[src/rtl/register_file_pkg.sv]
// rtl/register_file_pkg.sv - shared sizing constants for the architectural register file
package register_file_pkg;
    localparam int ROB_WIDTH      = 4;
    localparam int REG_COUNT      = 32;
    localparam int REG_ADDR_WIDTH = 5;
    localparam logic [REG_ADDR_WIDTH-1:0] X0_IDX = '0;
endpackage

[src/rtl/register_file_if.sv]
// rtl/register_file_if.sv - commit, rename, flush and read-port signals of the register file
interface register_file_if #(
    parameter int ROB_WIDTH = register_file_pkg::ROB_WIDTH
);
    import register_file_pkg::*;

    logic                      clear;
    logic                      regUpdateValid;
    logic [REG_ADDR_WIDTH-1:0] regUpdateDest;
    logic [31:0]               regValue;
    logic [ROB_WIDTH-1:0]      regUpdateRobId;
    logic                      renameValid;
    logic [REG_ADDR_WIDTH-1:0] renameDest;
    logic [ROB_WIDTH-1:0]      renameRobId;
    logic [REG_ADDR_WIDTH-1:0] rs1;
    logic                      rs1Dirty;
    logic [ROB_WIDTH-1:0]      rs1Dep;
    logic [31:0]               rs1Value;
    logic [REG_ADDR_WIDTH-1:0] rs2;
    logic                      rs2Dirty;
    logic [ROB_WIDTH-1:0]      rs2Dep;
    logic [31:0]               rs2Value;

    modport master (
        output clear, regUpdateValid, regUpdateDest, regValue, regUpdateRobId,
        output renameValid, renameDest, renameRobId, rs1, rs2,
        input  rs1Dirty, rs1Dep, rs1Value, rs2Dirty, rs2Dep, rs2Value
    );

    modport slave (
        input  clear, regUpdateValid, regUpdateDest, regValue, regUpdateRobId,
        input  renameValid, renameDest, renameRobId, rs1, rs2,
        output rs1Dirty, rs1Dep, rs1Value, rs2Dirty, rs2Dep, rs2Value
    );
endinterface

[src/rtl/register_file_reg_read_port.sv]
// rtl/register_file_reg_read_port.sv - one combinational operand lookup with same-cycle commit forward
module reg_read_port
    import register_file_pkg::*;
#(
    parameter int ROB_WIDTH = register_file_pkg::ROB_WIDTH
) (
    input  logic [REG_ADDR_WIDTH-1:0] rs,
    input  logic                      busy,
    input  logic [ROB_WIDTH-1:0]      tag,
    input  logic [31:0]               value,
    input  logic                      commit_valid,
    input  logic [REG_ADDR_WIDTH-1:0] commit_dest,
    input  logic [ROB_WIDTH-1:0]      commit_rob_id,
    input  logic [31:0]               commit_value,
    output logic                      dirty,
    output logic [ROB_WIDTH-1:0]      dep,
    output logic [31:0]               rd_value
);
    always_comb begin
        dirty    = 1'b0;
        dep      = '0;
        rd_value = value;
        if (rs == X0_IDX) begin
            rd_value = '0;
        end else if (busy) begin
            // The producer retiring right now resolves the dependency this cycle.
            if (commit_valid && commit_dest == rs && tag == commit_rob_id) begin
                rd_value = commit_value;
            end else begin
                dirty = 1'b1;
                dep   = tag;
            end
        end
    end
endmodule

[src/rtl/register_file.sv]
// rtl/register_file.sv - 32x32 architectural register file with ROB rename tags and commit retirement
module register_file
    import register_file_pkg::*;
#(
    parameter int ROB_WIDTH = register_file_pkg::ROB_WIDTH
) (
    input  logic            clockIn,
    input  logic            resetIn,
    register_file_if.slave  rf
);
    logic [31:0]          value_q [REG_COUNT];
    logic [31:0]          value_d [REG_COUNT];
    logic [REG_COUNT-1:0] busy_q;
    logic [REG_COUNT-1:0] busy_d;
    logic [ROB_WIDTH-1:0] tag_q   [REG_COUNT];
    logic [ROB_WIDTH-1:0] tag_d   [REG_COUNT];

    always_comb begin
        value_d = value_q;
        busy_d  = busy_q;
        tag_d   = tag_q;
        if (rf.regUpdateValid && rf.regUpdateDest != X0_IDX) begin
            value_d[rf.regUpdateDest] = rf.regValue;
            // A mismatched tag means a younger producer owns the register; keep it busy.
            if (busy_q[rf.regUpdateDest] && tag_q[rf.regUpdateDest] == rf.regUpdateRobId) begin
                busy_d[rf.regUpdateDest] = 1'b0;
            end
        end
        if (rf.clear) begin
            busy_d = '0;
        end else if (rf.renameValid && rf.renameDest != X0_IDX) begin
            busy_d[rf.renameDest] = 1'b1;
            tag_d[rf.renameDest]  = rf.renameRobId;
        end
    end

    always_ff @(posedge clockIn) begin
        if (resetIn) begin
            value_q <= '{default: '0};
            busy_q  <= '0;
            tag_q   <= '{default: '0};
        end else begin
            value_q <= value_d;
            busy_q  <= busy_d;
            tag_q   <= tag_d;
        end
    end

    reg_read_port #(.ROB_WIDTH(ROB_WIDTH)) u_rs1_port (
        .rs            (rf.rs1),
        .busy          (busy_q[rf.rs1]),
        .tag           (tag_q[rf.rs1]),
        .value         (value_q[rf.rs1]),
        .commit_valid  (rf.regUpdateValid),
        .commit_dest   (rf.regUpdateDest),
        .commit_rob_id (rf.regUpdateRobId),
        .commit_value  (rf.regValue),
        .dirty         (rf.rs1Dirty),
        .dep           (rf.rs1Dep),
        .rd_value      (rf.rs1Value)
    );

    reg_read_port #(.ROB_WIDTH(ROB_WIDTH)) u_rs2_port (
        .rs            (rf.rs2),
        .busy          (busy_q[rf.rs2]),
        .tag           (tag_q[rf.rs2]),
        .value         (value_q[rf.rs2]),
        .commit_valid  (rf.regUpdateValid),
        .commit_dest   (rf.regUpdateDest),
        .commit_rob_id (rf.regUpdateRobId),
        .commit_value  (rf.regValue),
        .dirty         (rf.rs2Dirty),
        .dep           (rf.rs2Dep),
        .rd_value      (rf.rs2Value)
    );
endmodule
[src/flat_wrapper.sv]
// flat-port wrapper written by rule: the top's interface ports become plain ports
module register_file_flat import register_file_pkg::*;
#(
    parameter int ROB_WIDTH = register_file_pkg::ROB_WIDTH
)
  (clockIn, resetIn, rf_clear, rf_regUpdateValid, rf_regUpdateDest, rf_regValue, rf_regUpdateRobId, rf_renameValid, rf_renameDest, rf_renameRobId, rf_rs1, rf_rs2, rf_rs1Dirty, rf_rs1Dep, rf_rs1Value, rf_rs2Dirty, rf_rs2Dep, rf_rs2Value);
  register_file_if #(.ROB_WIDTH(ROB_WIDTH)) rf_i ();
  input  logic clockIn;
  input  logic resetIn;
  input wire logic [$bits(rf_i.clear)-1:0] rf_clear;
  input wire logic [$bits(rf_i.regUpdateValid)-1:0] rf_regUpdateValid;
  input wire logic [$bits(rf_i.regUpdateDest)-1:0] rf_regUpdateDest;
  input wire logic [$bits(rf_i.regValue)-1:0] rf_regValue;
  input wire logic [$bits(rf_i.regUpdateRobId)-1:0] rf_regUpdateRobId;
  input wire logic [$bits(rf_i.renameValid)-1:0] rf_renameValid;
  input wire logic [$bits(rf_i.renameDest)-1:0] rf_renameDest;
  input wire logic [$bits(rf_i.renameRobId)-1:0] rf_renameRobId;
  input wire logic [$bits(rf_i.rs1)-1:0] rf_rs1;
  input wire logic [$bits(rf_i.rs2)-1:0] rf_rs2;
  output wire logic [$bits(rf_i.rs1Dirty)-1:0] rf_rs1Dirty;
  output wire logic [$bits(rf_i.rs1Dep)-1:0] rf_rs1Dep;
  output wire logic [$bits(rf_i.rs1Value)-1:0] rf_rs1Value;
  output wire logic [$bits(rf_i.rs2Dirty)-1:0] rf_rs2Dirty;
  output wire logic [$bits(rf_i.rs2Dep)-1:0] rf_rs2Dep;
  output wire logic [$bits(rf_i.rs2Value)-1:0] rf_rs2Value;
  assign rf_i.clear = rf_clear;
  assign rf_i.regUpdateValid = rf_regUpdateValid;
  assign rf_i.regUpdateDest = rf_regUpdateDest;
  assign rf_i.regValue = rf_regValue;
  assign rf_i.regUpdateRobId = rf_regUpdateRobId;
  assign rf_i.renameValid = rf_renameValid;
  assign rf_i.renameDest = rf_renameDest;
  assign rf_i.renameRobId = rf_renameRobId;
  assign rf_i.rs1 = rf_rs1;
  assign rf_i.rs2 = rf_rs2;
  assign rf_rs1Dirty = rf_i.rs1Dirty;
  assign rf_rs1Dep = rf_i.rs1Dep;
  assign rf_rs1Value = rf_i.rs1Value;
  assign rf_rs2Dirty = rf_i.rs2Dirty;
  assign rf_rs2Dep = rf_i.rs2Dep;
  assign rf_rs2Value = rf_i.rs2Value;
  register_file #(.ROB_WIDTH(ROB_WIDTH)) u_core (.clockIn(clockIn), .resetIn(resetIn), .rf(rf_i));
endmodule
[config.mk]
export PLATFORM = sky130hd
export DESIGN_NAME = register_file_flat
export DESIGN_NICKNAME = d
export VERILOG_FILES = /design/src/rtl/register_file_pkg.sv /design/src/rtl/register_file_if.sv /design/src/rtl/register_file_reg_read_port.sv /design/src/rtl/register_file.sv /design/src/flat_wrapper.sv
export SDC_FILE = /design/constraint.sdc
export NUM_CORES = 2
export LEC_CHECK = 0
export CAP_MARGIN = 20
export CORE_MARGIN = 3
export CORE_UTILIZATION = 54
export CTS_BUF_LIST = sky130_fd_sc_hd__clkbuf_8
export CTS_CLUSTER_SIZE = 10
export DETAILED_ROUTE_END_ITERATION = 10
export GPL_TIMING_DRIVEN = 0
export PLACE_DENSITY_LB_ADDON = 0.1
export REMOVE_ABC_BUFFERS = 1
export SYNTH_ARGS = -nofsm -noshare
export SYNTH_HDL_FRONTEND = slang
export SYNTH_SLANG_ARGS = --single-unit
[constraint.sdc]
create_clock -name clockIn -period 4 [get_ports clockIn]
set_input_delay 0.4 -clock clockIn [delete_from_list [all_inputs] [get_ports clockIn]]
set_output_delay 0.4 -clock clockIn [all_outputs]
set_load 0.02 [all_outputs]
# Yosys cells after proc, flatten, opt, wreduce, memory -nomap -nowiden

Cells that the tools add are included.

Register bits after elaboration: 1184
Bits of input ports: 65
Output and inout port bits: 74
Logic and storage cells: 159

Order comparisons: 12
Equality and inequality tests: 5
Mux-type cells: 52
Bitwise gates (word level): 8
Reductions and logical operators: 17

Operators by type and width:

| cell                                                                                | number |
|---|---|
| 1024-bit bitwise mux                                                                | 1 |
| 32-bit two-way mux                                                                  | 14 |
| 32-bit binary-select mux with 5-bit select                                          | 2 |
| 32-bit demux with 5-bit select                                                      | 1 |
| 128-bit bitwise mux                                                                 | 1 |
| 4-bit binary-select mux with 5-bit select                                           | 3 |
| 4-bit two-way mux                                                                   | 13 |
| 32-bit AND                                                                          | 1 |
| 32-bit NOT                                                                          | 1 |
| 32-bit bitwise OR                                                                   | 1 |
| 6-bit greater-or-equal comparator, second input constant                            | 4 |
| 5-bit by 6-bit < comparator with 1-bit output, second input constant                | 4 |
| 5-bit NOT with 6-bit output                                                         | 4 |
| 4-bit demux with 5-bit select                                                       | 1 |
| 1-bit binary-select mux with 5-bit select                                           | 3 |
| 4-bit == test                                                                       | 3 |
| 6-bit by 1-bit < comparator with 1-bit output, second input constant                | 2 |
| 1-bit logical AND                                                                   | 11 |
| 1-bit two-way mux                                                                   | 11 |
| 1-bit demux with 5-bit select                                                       | 2 |
| 5-bit == test                                                                       | 2 |
| 5-bit by 1-bit greater-or-equal comparator with 1-bit output, second input constant | 2 |
| 5-bit logical NOT                                                                   | 2 |
| 5-bit nonzero test                                                                  | 2 |
| other kinds (3)                                                                     | 3 |

# Depth between registers and ports, before layout

Depth in word-level cells: 10
Mapped depth: 12
Mapped depth without buffers: 7

# Modules after synthesis

Synthesis repeated with hierarchy kept, for this count alone.

Cell total of the unflattened synthesis: 6712
Area total of the unflattened synthesis: 62865.3 um^2

By module, submodules not included:

| module        | instances | cells each | area each (um^2) | sequential area each (um^2) |
|---|---|---|---|---|
| register_file | 1         | 6446       | 61273.8          | 23702.7 |
| reg_read_port | 2         | 133        | 795.8            | 0.0 |

# Least setup slack after synthesis

No wires, ideal clock.

Kind: input to output
Start: in rf_rs2[0]
End: out rf_rs2Value[1]
Arrival time: 3.009 ns
Required time: 3.600 ns
Path slack: 0.591 ns
Cell stages on the path: 10
Buffers on the path: 6
Cell sequence: buf_6 -> buf_6 -> buf_2 -> buf_2 -> buf_2 -> buf_2 -> mux4_2 -> mux4_2 -> o211ai_1 -> mux2i_1

Word-level cells in the longest chain between the ends: 9
Elaborated cells between the ends (all ways): 17
Classes of those cells: eq/ne (2); mux (11); bitwise (1); reduce/logical (3)

RTL lines:

| what                                                  | line                                     | RTL |
|---|---|---|
| start, declared                                       | flat_wrapper.sv:19                       | `input wire logic [$bits(rf_i.rs2)-1:0] rf_rs2;` |
| 5-bit NOT with 6-bit output (not written as such)     | register_file.sv:66, register_file.sv:67 |  |
| 4-bit binary-select mux with 5-bit select             | register_file.sv:66                      | `.tag (tag_q[rf.rs2]),` |
| 4-bit two-way mux (not written as such) (2 in series) | register_file.sv:66                      |  |
| 4-bit == test                                         | register_file_reg_read_port.sv:27        | `if (commit_valid && commit_dest == rs && tag == commit_rob_id) begin` |
| 1-bit logical AND                                     | register_file_reg_read_port.sv:27        |  |
| 32-bit two-way mux                                    | register_file_reg_read_port.sv:27        |  |
| 32-bit two-way mux                                    | register_file_reg_read_port.sv:25        | `end else if (busy) begin` |
| 32-bit two-way mux (*)                                | register_file_reg_read_port.sv:23        | `if (rs == X0_IDX) begin` |
| end, declared                                         | flat_wrapper.sv:25                       | `output wire logic [$bits(rf_i.rs2Value)-1:0] rf_rs2Value;` |

Every way passes the cells marked *; elsewhere a longest branch is shown, timed or not. The select of a mux whose other input is x is not followed.

# Worst setup path after layout

Start: in rf_rs1[3]
End: out rf_rs1Value[4]

Word-level cells in the longest chain between the ends: 9
Elaborated cells between the ends (all ways): 17
Classes of those cells: eq/ne (2); mux (11); bitwise (1); reduce/logical (3)

RTL lines:

| what                                                  | line                                     | RTL |
|---|---|---|
| start, declared                                       | flat_wrapper.sv:18                       | `input wire logic [$bits(rf_i.rs1)-1:0] rf_rs1;` |
| 5-bit NOT with 6-bit output (not written as such)     | register_file.sv:52, register_file.sv:53 |  |
| 4-bit binary-select mux with 5-bit select             | register_file.sv:52                      | `.tag (tag_q[rf.rs1]),` |
| 4-bit two-way mux (not written as such) (2 in series) | register_file.sv:52                      |  |
| 4-bit == test                                         | register_file_reg_read_port.sv:27        |  |
| 1-bit logical AND                                     | register_file_reg_read_port.sv:27        |  |
| 32-bit two-way mux                                    | register_file_reg_read_port.sv:27        |  |
| 32-bit two-way mux                                    | register_file_reg_read_port.sv:25        |  |
| 32-bit two-way mux (*)                                | register_file_reg_read_port.sv:23        |  |
| end, declared                                         | flat_wrapper.sv:22                       | `output wire logic [$bits(rf_i.rs1Value)-1:0] rf_rs1Value;` |

Marks and branches as above.

==> results.sh <==
export IMPL_wirelength_um=250000
export IMPL_setup_viol=64
export IMPL_num_vias=56500
export IMPL_tightest_slew_ns=1.15
export IMPL_area_growth_pct=16.4
export IMPL_skew_ns=0.0480
export IMPL_hpwl_um=151000
export IMPL_status="finished with violations"
export IMPL_async_reset_ff_share_pct=0
export IMPL_avgRoutedWirePerCell_um=29.8
export IMPL_fin_crit_sh_pct=112
export IMPL_max_clock_path_buffers=3
export IMPL_synth_common_cells="nand2_1 (2264), dfxtp_1 (1184), a21oi_1 (1126)"
export IMPL_ys_flop_type="dfxtp_1"
export IMPL_period_needed_ns=4.46
export IMPL_row_count=124
export IMPL_worstPathCellList="buf_6, buf_16, mux4_2, nor2b_1, a2111oi_1, a311o_2, xnor2_2, nand4_1, buf_8, buf_12, buf_16, buf_16, mux2i_4, buf_6"
export IMPL_crit_path_end_kind="output port"
export IMPL_dpl_instance_area_mm2=0.0672
export IMPL_die_y_um=347
export IMPL_r2r_end="u_core.busy_q[7]"
export IMPL_htree_levels=4
export IMPL_max_freq_mhz=224
export IMPL_total_power_mw=26.0
export IMPL_crit_fanout=34
export IMPL_drv_cap=0
export IMPL_hold_ws_ns=0.116
export IMPL_clk_transition_reported_paths_ns=0.06
export IMPL_drtIter0Drc=9103
export IMPL_crit_type="in -> out"
export IMPL_seq_area_frac_synth_pct=37.8
export IMPL_cts_tree="built"
export IMPL_io_buffers=138
export IMPL_fin_nets=6773
export IMPL_viasPerCell=6.74
export IMPL_grt_pass1_vias=54000
export IMPL_violations="setup timing"
export IMPL_fin_area_mm2=0.0730
export IMPL_antenna_found_initial=8
export IMPL_holdPathStages=3
export IMPL_synth_cell_types=60
export IMPL_post_synth_top_area_fraction_pct=37.8
export IMPL_final_hold_violation_count=0
export IMPL_reg2reg_slack_ns=1.25
export IMPL_setup_ws_ns=-0.463
export IMPL_place_congestion=0.890
export IMPL_critPathCapture="rf_rs1Value[4]"
export IMPL_rr_startpoint="u_core.tag_q[54]"
export IMPL_cts_root_buf="clkbuf_8"
export IMPL_initial_core_util_pct=54.6
export IMPL_synth_area_top_cells="dfxtp_1 (38%), mux4_2 (26%), nand2_1 (14%), a21oi_1 (9.0%), clkbuf_1 (3.3%)"
export IMPL_synth_edf_count=0
export IMPL_drc=0
export IMPL_stdcell_count=8381
export IMPL_clk_latency_ns=0.93
export IMPL_grt_use_total_pct=40.5
export IMPL_leakage_nw=24.6
export IMPL_cpPeakStageDelay_ns=0.53
export IMPL_post_place_cells=7965
export IMPL_ff2ff_path_depth=8
export IMPL_slew_limit_headroom_pct=23.1
export IMPL_vdd_drop_max_mv=0.294
export IMPL_ios=139
export IMPL_crit_arrival_ns=4.06
export IMPL_synthMostInstantiatedCell="nand2_1"
export IMPL_die_area_mm2=0.120
export IMPL_die_x_um=347
export IMPL_avgSynthCellArea_um2=9.12
export IMPL_cts_sink_count=1184
export IMPL_hp_class="in -> reg"
export IMPL_ys_warn_count=0
export IMPL_firstDrtPassIters=9
export IMPL_cp_required_ns=3.60
export IMPL_rsz0062_at_grt="yes"
export IMPL_cts_buffers=201
export IMPL_crit_path_start_kind="input port"
export IMPL_grt_overflow_total=0
export IMPL_cpMostUsedCell="buf_16"
export IMPL_min_from="rf_renameRobId[2]"
export IMPL_syn_cell_area_mm2=0.0627
export IMPL_critPathSlowestCell="mux4_2"
export IMPL_slew_viol_final=0
export IMPL_drtAntennaViolNets=0
export IMPL_yosysTopAreaCell="dfxtp_1"
export IMPL_synth_seq_cells=1184
export IMPL_grt_max_degree=151
export IMPL_core_mm2=0.115
export IMPL_grt_pass1_wl_um=361000
export IMPL_critPathLaunch="rf_rs1[3]"
export IMPL_postLayoutCoreUtil_pct=63.6
export IMPL_syn_inst=6876
export IMPL_drive_above_1_share_pct=21.8
export IMPL_power_density_mw_per_mm2=356
## cell families after synthesis
kind of cell / Yosys count / share of synthesized area (%)
compound gates: 1269 / 10.6
mux: 893 / 28.8
xor+xnor: 19 / 0.266
buf+inv: 735 / 4.77
simple gates: 2776 / 17.7
flops: 1184 / 37.8
## worst max-delay path: cells and delay by family
family	cells	cell delay [ns]
buf+inv	7	1.62
compound gates	2	0.68
simple gates	2	0.33
mux	2	0.79
xor+xnor	1	0.16
## per-layer routing
layer | GRT usage (%) | vias to the layer above | wire length [um]
met1 | 52.2 | 27300 | 88400
met2 | 60.1 | 4221 | 109000
met4 | 24.4 | 8 | 17400
met3 | 12.4 | 1031 | 34600
li1 | - | 23900 | -
met5 | 0 | - | 75
## registers in the layout (all words and copies together) (netlist names)
| signal | count |
|---|---|
| u_core.value_q | 1024 |
| u_core.tag_q | 128 |
| u_core.busy_q | 32 |
## timing repair
action,4_1_cts,5_1_grt
resized for setup,471,47
gates cloned,17,3
pin swaps,6,8
hold buffers,1,0
buffers inserted,25,11
endpoints found under the setup margin,74,77
hold endpoints to repair,63,0
## where the power goes
part	total (mW)	switching (mW)	internal [mW]
combinational	2.65	1.69	0.957
sequential	11.9	0.0574	11.9
clock	11.4	5.27	6.16
total	26.0	7.02	19.0
## layout make-up
cell class | count | area [um^2]
diodes | 7 | 17.5
clock buffers | 269 | 3700
clock inverters | 88 | 477
fillers | 9281 | 41800
inverters | 6 | 48.8
multi-input cells | 4957 | 36900
flip-flops and latches | 1184 | 23700
well taps | 1512 | 1890
repair buffers | 358 | 6180
## per-stage QoR
stage,setup slack (ns),setup TNS (ns)
6_report,-0.463,-17.41
5_1_grt,-0.518,-21.39
4_1_cts,-0.449,-17.60
3_5_place_dp,-2.32,-118.84
3_3_place_gp,-52.15,-
2_1_floorplan,-1.21,-53.57
## cells in the final DEF (no fill, tap or decap), types with 10 or more instances in the layout
cell,netlist,final
a21oi_1,1126,1125
a22oi_1,27,27
a31oi_1,24,23
buf_12,4,57
buf_16,0,92
buf_4,5,57
buf_6,6,42
buf_8,0,26
bufbuf_16,0,16
clkbuf_8,0,269
clkdlybuf4s50_1,0,53
clkinv_2,0,22
dfxtp_1,1184,1172
dfxtp_2,0,11
inv_1,6,60
mux2_2,10,10
mux2i_1,157,115
mux2i_2,0,11
mux2i_4,0,31
mux4_2,722,722
nand2_1,2264,2233
nand2_2,0,28
nand2b_1,35,35
nand3_1,105,104
nand3b_1,11,11
nand4_1,11,11
nor2_1,224,190
nor2_4,0,32
nor2b_1,46,46
o211ai_1,32,32
o21ai_0,14,14
o22ai_1,19,19
xnor2_1,13,11
## worst min-delay path by stage
stage	slack [ns]	endpoint
2_1_floorplan	0.44	u_core.value_q[160]
3_3_place_gp	0.45	u_core.value_q[285]
3_5_place_dp	0.46	u_core.value_q[558]
4_1_cts	0.06	u_core.tag_q[18]
5_1_grt	0.12	u_core.tag_q[58]
6_report	0.12	u_core.tag_q[26]
(Power assumes the default switching activity.)
